### src/rtl/instr_fetch_unit.sv
// -----------------------------------------------------------------------------
// instr_fetch_unit
//   RV32I fetch front end. It owns the fetch PC, runs a single-outstanding
//   request/response handshake with instruction memory, and buffers returned
//   words in an in-order prefetch queue of QDEPTH entries. The queue head is
//   presented to decode as {instruction, PC, PC+4}. A retired instruction
//   with pc_sel set redirects fetch to the ALU target.
//
//   Optional feature macro: IFU_PERF_COUNTERS_EN (adds performance counters).
//
// Ports:
//   i_clk, i_rst_n     clock, asynchronous active-low reset
//   o_imem_req/addr    fetch request and address
//   i_imem_ready       memory accepts the request this cycle
//   i_imem_rvalid/data response valid and instruction word
//   o_instr/o_pc       queue head instruction and its PC (NOP when empty)
//   o_pc_four          o_pc + 4
//   o_instr_vld        queue non-empty
//   i_instr_ack        consumer retires the head instruction
//   i_pc_sel           redirect request, qualified by ack and valid
//   i_alu_data         redirect target
//   o_perf_*           (IFU_PERF_COUNTERS_EN only) fetched/killed/stall counts
// -----------------------------------------------------------------------------
module instr_fetch_unit #(
   parameter logic [31:0] RESET_PC = 32'h0000_0000,
   parameter int unsigned QDEPTH   = 2
) (
   input  logic        i_clk,
   input  logic        i_rst_n,
   output logic        o_imem_req,
   output logic [31:0] o_imem_addr,
   input  logic        i_imem_ready,
   input  logic        i_imem_rvalid,
   input  logic [31:0] i_imem_rdata,
   output logic [31:0] o_instr,
   output logic [31:0] o_pc,
   output logic [31:0] o_pc_four,
   output logic        o_instr_vld,
   input  logic        i_instr_ack,
   input  logic        i_pc_sel,
   input  logic [31:0] i_alu_data
`ifdef IFU_PERF_COUNTERS_EN
   ,
   output logic [31:0] o_perf_fetched,
   output logic [31:0] o_perf_killed,
   output logic [31:0] o_perf_stall
`endif
);

   localparam int unsigned PW      = (QDEPTH > 1) ? $clog2(QDEPTH) : 1;
   localparam logic [PW:0]   DEPTH   = (PW+1)'(QDEPTH);
   localparam logic [PW-1:0] PTR_ONE = PW'(1);
   localparam logic [PW:0]   CNT_ONE = (PW+1)'(1);
   localparam logic [31:0]   NOP     = 32'h0000_0013;

   localparam logic [1:0] S_IDLE = 2'd0;
   localparam logic [1:0] S_REQ  = 2'd1;
   localparam logic [1:0] S_WAIT = 2'd2;

   logic [1:0]    state_q, state_d;
   logic [31:0]   pc_q, pc_d;
   logic [31:0]   req_pc_q;
   logic          out_q, out_d;
   logic          kill_q, kill_d;
   logic [PW-1:0] rd_q, rd_d, wr_q, wr_d;
   logic [PW:0]   cnt_q, cnt_d;

   logic [31:0]   instr_mem_q [QDEPTH];
   logic [31:0]   pc_mem_q    [QDEPTH];

   logic vld, redirect, pop, accept, resp, push, credit;

   assign vld      = (cnt_q != '0);
   assign redirect = i_instr_ack & i_pc_sel & vld;
   assign pop      = vld & i_instr_ack;
   assign resp     = i_imem_rvalid & out_q;
   // A response that meets a pending kill or a same-cycle redirect is stale.
   assign push     = resp & ~kill_q & ~redirect;
   assign credit   = ({1'b0, cnt_q} + {{(PW+1){1'b0}}, out_q}) < {1'b0, DEPTH};

   // Request is withdrawn combinationally in a redirect cycle, and held low
   // while reset is asserted even though the FSM already sits in REQ.
   assign o_imem_req  = i_rst_n & (state_q == S_REQ) & ~redirect;
   assign o_imem_addr = pc_q;
   assign accept      = o_imem_req & i_imem_ready;

   assign o_instr_vld = vld;
   assign o_instr     = vld ? instr_mem_q[rd_q] : NOP;
   assign o_pc        = vld ? pc_mem_q[rd_q]    : pc_q;
   assign o_pc_four   = o_pc + 32'd4;

   always_comb begin
      state_d = state_q;
      pc_d    = pc_q;
      out_d   = out_q;
      kill_d  = kill_q;
      rd_d    = rd_q;
      wr_d    = wr_q;
      cnt_d   = cnt_q;

      if (pop)  rd_d = rd_q + PTR_ONE;
      if (push) wr_d = wr_q + PTR_ONE;
      if (push & ~pop)      cnt_d = cnt_q + CNT_ONE;
      else if (pop & ~push) cnt_d = cnt_q - CNT_ONE;

      if (resp) begin
         out_d  = 1'b0;
         kill_d = 1'b0;
      end
      if (accept) begin
         out_d = 1'b1;
         pc_d  = pc_q + 32'd4;
      end

      case (state_q)
         S_IDLE:  if (credit) state_d = S_REQ;
         S_REQ:   if (accept) state_d = S_WAIT;
         S_WAIT:  if (resp)   state_d = (cnt_d < DEPTH) ? S_REQ : S_IDLE;
         default: state_d = S_IDLE;
      endcase

      // Redirect overrides everything above: flush, retarget, and remember
      // whether a stale response is still in flight.
      if (redirect) begin
         cnt_d   = '0;
         rd_d    = '0;
         wr_d    = '0;
         pc_d    = i_alu_data & 32'hFFFF_FFFE;
         kill_d  = out_q & ~resp;
         state_d = out_d ? S_WAIT : S_REQ;
      end
   end

   always_ff @(posedge i_clk or negedge i_rst_n) begin
      if (!i_rst_n) begin
         state_q  <= S_REQ;
         pc_q     <= RESET_PC;
         req_pc_q <= RESET_PC;
         out_q    <= 1'b0;
         kill_q   <= 1'b0;
         rd_q     <= '0;
         wr_q     <= '0;
         cnt_q    <= '0;
      end else begin
         state_q <= state_d;
         pc_q    <= pc_d;
         out_q   <= out_d;
         kill_q  <= kill_d;
         rd_q    <= rd_d;
         wr_q    <= wr_d;
         cnt_q   <= cnt_d;
         if (accept) req_pc_q <= pc_q;
      end
   end

   always_ff @(posedge i_clk) begin
      if (push) begin
         instr_mem_q[wr_q] <= i_imem_rdata;
         pc_mem_q[wr_q]    <= req_pc_q;
      end
   end

   always_ff @(posedge i_clk) begin
      if (i_rst_n) assert (!(push && !pop && cnt_q == DEPTH));
   end

`ifdef IFU_PERF_COUNTERS_EN
   logic        drop;
   logic [31:0] killed_inc;
   logic [31:0] fetched_q, killed_q, stall_q;

   assign drop = resp & (kill_q | redirect);

   // Flushed words exclude the head, which retires rather than being killed.
   always_comb begin
      killed_inc = '0;
      if (redirect) killed_inc = 32'(cnt_q) - 32'd1;
      if (drop)     killed_inc = killed_inc + 32'd1;
   end

   always_ff @(posedge i_clk or negedge i_rst_n) begin
      if (!i_rst_n) begin
         fetched_q <= '0;
         killed_q  <= '0;
         stall_q   <= '0;
      end else begin
         if (push) fetched_q <= fetched_q + 32'd1;
         killed_q <= killed_q + killed_inc;
         if (!vld) stall_q <= stall_q + 32'd1;
      end
   end

   assign o_perf_fetched = fetched_q;
   assign o_perf_killed  = killed_q;
   assign o_perf_stall   = stall_q;
`endif

endmodule

### config.mk
export PLATFORM = sky130hd
export DESIGN_NAME = instr_fetch_unit
export DESIGN_NICKNAME = d
export VERILOG_FILES = /design/src/rtl/instr_fetch_unit.sv
export SDC_FILE = /design/constraint.sdc
export NUM_CORES = 1
export LEC_CHECK = 0
export ABC_AREA = 1
export CORE_UTILIZATION = 45
export CTS_CLUSTER_SIZE = 14
export DETAILED_ROUTE_END_ITERATION = 10
export GPL_TIMING_DRIVEN = 0
export HOLD_SLACK_MARGIN = 0.1
export PLACE_DENSITY = 0.74
export SLEW_MARGIN = 5
export SYNTH_ARGS = -nofsm -noshare
export SYNTH_HDL_FRONTEND = slang
export SYNTH_SLANG_ARGS = --single-unit
### constraint.sdc
create_clock -name i_clk -period 5.9 [get_ports i_clk]
set_input_delay 1.18 -clock i_clk [delete_from_list [all_inputs] [get_ports i_clk]]
set_output_delay 1.18 -clock i_clk [all_outputs]
set_load 0.01 [all_outputs]
==> flow_metrics.env <==
export IMPL_status="complete, but fails checks"
export IMPL_violations="design-rule violations"
export IMPL_drive_above_1_share=0.0815
export IMPL_muxShareOfSynthArea=0
export IMPL_routedWlPerCell_um=18.0
export IMPL_clkPwrFrac=0.157
export IMPL_skew_ns=0.00819
export IMPL_ys_seq_area_frac=0.545
export IMPL_fin_util=0.602
export IMPL_hold_viol=0
export IMPL_antenna_cells=0
export IMPL_swShare=0.444
export IMPL_dpl_cell_count=1709
export IMPL_setup_worst_path_class="reg -> out"
export IMPL_crit_path_top_delay_cell="clkdlybuf4s50_1"
export IMPL_rows=54
export IMPL_clockBufferDepth=2
export IMPL_clk_latency_ns=0.44
export IMPL_cpPeakStageDelay_ns=0.55
export IMPL_cts_sinks=196
export IMPL_fin_total_pwr_mw=7.23
export IMPL_tns_ns=0
export IMPL_cts_tree="yes"
export IMPL_drtAntennaViolNets=0
export IMPL_die_x_um=152
export IMPL_period_minus_slack_ns=4.53
export IMPL_synth_area_leaders="edfxtp_1, dfrtp_1, nand2_1, nor2_1, nand3_1"
export IMPL_yosys_area_share_adder=0.00370
export IMPL_switchingPower_mw=3.21
export IMPL_register_area_um2=5540
export IMPL_setup_viol=0
export IMPL_syn_area_um2=10200
export IMPL_antenna_found_initial=0
export IMPL_power_density_nw_per_um2=547
export IMPL_portBuffers=195
export IMPL_crit_path_max_fanout=8
export IMPL_first_pass_iters=8
export IMPL_grt_pass1_wl_mm=49.1
export IMPL_fin_crit_sh=0.768
export IMPL_seqPwrFrac=0.297
export IMPL_drv_cap=0
export IMPL_ys_ff_latch=196
export IMPL_cp_data_arrival_time_ns=3.35
export IMPL_instances_no_fill=1741
export IMPL_hp_class="reg -> reg"
export IMPL_cp_common_cell="ha_1"
export IMPL_yosys_area_share_simple=0.305
export IMPL_die_h_um=152
export IMPL_io_pins=200
export IMPL_power_frac_comb=0.546
export IMPL_fin_area_um2=13200
export IMPL_drv_slew=0
export IMPL_endpoint_kind="primary output"
export IMPL_synth_top_family_by_area="simple AND/OR/NAND/NOR gates"
export IMPL_cts_hold_buf=0
export IMPL_yosysWarnings=0
export IMPL_whs_ns=0.477
export IMPL_cts_resized_gates=0
export IMPL_drc=14
export IMPL_drt_iter0_drc=835
export IMPL_ir_drop_uv=272
export IMPL_synth_compound_area_frac=0.0647
export IMPL_post_cts_buffers=0
export IMPL_rsz0062_at_grt="false"
export IMPL_cts_buffers=17
export IMPL_critPathLaunchType="flip-flop"
export IMPL_vias=9377
export IMPL_grt_overflow_total=0
export IMPL_fmax_mhz=221
export IMPL_post_place_ws_ns=1.86
export IMPL_viasPerCell=5.39
export IMPL_grtUsageTotal=0.276
export IMPL_syn2layout_area_growth_pct=30.1
export IMPL_worstMarginPinSlew_ns=0.792
export IMPL_gp_congestion=0.978
export IMPL_multi_input_area_um2=4040
export IMPL_grt_pass1_vias=9037
export IMPL_worstPathRequired_ns=4.72
export IMPL_clkTransAtPathRegs_ns=0.08
export IMPL_initial_core_util=0.462
export IMPL_yosysUniqueCellTypes=39
export IMPL_fill_cells=1888
export IMPL_placed_area_um2=12600
export IMPL_dieArea_um2=23200
export IMPL_path_cells="inv_1 > ha_1 > inv_2 > nor2_1 > a31oi_4 > ha_1 > nand2_2 > nor2_2 > nand2_1 > xor2_1 > clkdlybuf4s50_1"
export IMPL_max_slew_margin_rel=0.467
export IMPL_grt_max_degree=58
export IMPL_intPower_mw=4.02
export IMPL_finalWirelength_mm=31.3
export IMPL_yosysTopAreaCellShare=0.373
export IMPL_syn_area_per_cell_um2=8.29
export IMPL_syn_inst=1225
export IMPL_core_um2=22000
export IMPL_hpwl_mm=23.9
export IMPL_fin_ws_ns=1.37
export IMPL_root_buffer="clkbuf_16"
export IMPL_synth_xor_area_frac=0.0216
export IMPL_cts_htree_levels=4
export IMPL_synth_area_leader_cell="edfxtp_1"
export IMPL_leakage_nw=5.57
export IMPL_final_nets=1521
## sequential cells by signal, summed over array words and instances (netlist names)
register and flops:
req_pc_q 31, cnt_q 2, o_imem_addr 31, state_q 2, rd_q 1, pc_mem_q 62
wr_q 1, kill_q 1, out_q 1, instr_mem_q 64
## cell families after synthesis
| logic type | Yosys count |
|---|---|
| other | 1 |
| adders and majority gates | 3 |
| and+or+nand+nor | 742 |
| DFF | 196 |
| AOI/OAI and AO/OA | 120 |
| buffers and inverters | 138 |
| xor gates and xnor gates | 25 |
## metal layers
| layer | global-route usage | wire [um] |
|---|---|---|
| met4 | 0.106 | 740 |
| met1 | 0.385 | 13300 |
| met3 | 0.0381 | 2750 |
| met5 | 0 | 0 |
| met2 | 0.438 | 14500 |
## layout by cell type, fill, tap and decap left out, types with 10 or more instances in the layout
cell type,count
o21ai_0,88
clkbuf_1,14
clkbuf_16,17
nand3_1,88
buf_4,10
buf_2,23
xor2_1,24
nand4_1,15
a21oi_1,10
nor2_1,163
dfrtp_1,69
edfxtp_1,126
clkdlybuf4s50_1,194
nor2_2,13
inv_1,85
nand2_1,428
## cell usage after synthesis (all sizes together)
master,count
dfrtp,69
nand4,15
xnor2,1
a221oi,2
nor3,10
inv,89
o211ai,4
clkbuf,14
o211a,1
edfxtp,126
a31oi,2
nand3b,2
o21ai,91
o31ai,1
xor2,24
a21oi,10
nand2,438
o22ai,7
conb,1
a22oi,2
dfstp,1
nand3,90
buf,35
ha,3
nor2,181
or2,6
## critical path: cells and delay by family (launching register included)
| family | cells | cell delay (ns) |
|---|---|---|
| xor+xnor | 1 | 0.14 |
| fa+ha+maj | 2 | 0.60 |
| flops | 1 | 0.37 |
| buf+inv | 3 | 0.84 |
| simple gates | 4 | 0.61 |
| compound gates | 1 | 0.34 |
## final timing paths
kind                                          startpoint                         to  slack [ns]  cells after the start
min in group asynchronous                        i_rst_n   req_pc_q[25]$_DFFE_PN0P_        0.60                      1
worst min-delay path            req_pc_q[30]$_DFFE_PN0P_  pc_mem_q[0][30]$_DFFE_PP_        0.48                      0
worst max-delay path                cnt_q[0]$_DFFE_PN0P_              o_pc_four[18]        1.37                     11
worst min register to register  req_pc_q[30]$_DFFE_PN0P_  pc_mem_q[0][30]$_DFFE_PP_        0.48                      0
max in group asynchronous                        i_rst_n     state_q[0]$_DFFE_PN1P_        4.69                      2
worst max register to register      cnt_q[0]$_DFFE_PN0P_  pc_mem_q[1][22]$_DFFE_PP_        2.79                     13
## power by group through the flow
stage	clock network, mW	logic, mW	registers, mW
6_report	1.13	3.95	2.15
5_1_grt	1.20	4.28	2.17
4_1_cts	1.14	3.93	2.13
3_5_place_dp	0	3.91	2.16
3_3_place_gp	0	3.84	2.15
2_1_floorplan	0	2.02	2.08
## layout make-up
class,count,area share
buffer,49,0.0204
multi-input combinational,893,0.306
sequential,196,0.419
inverter,89,0.0253
clock inverter,15,0.0118
tap,280,0.0265
timing repair buffer,202,0.159
clock buffer,17,0.0322
(Power assumes the default switching activity.)
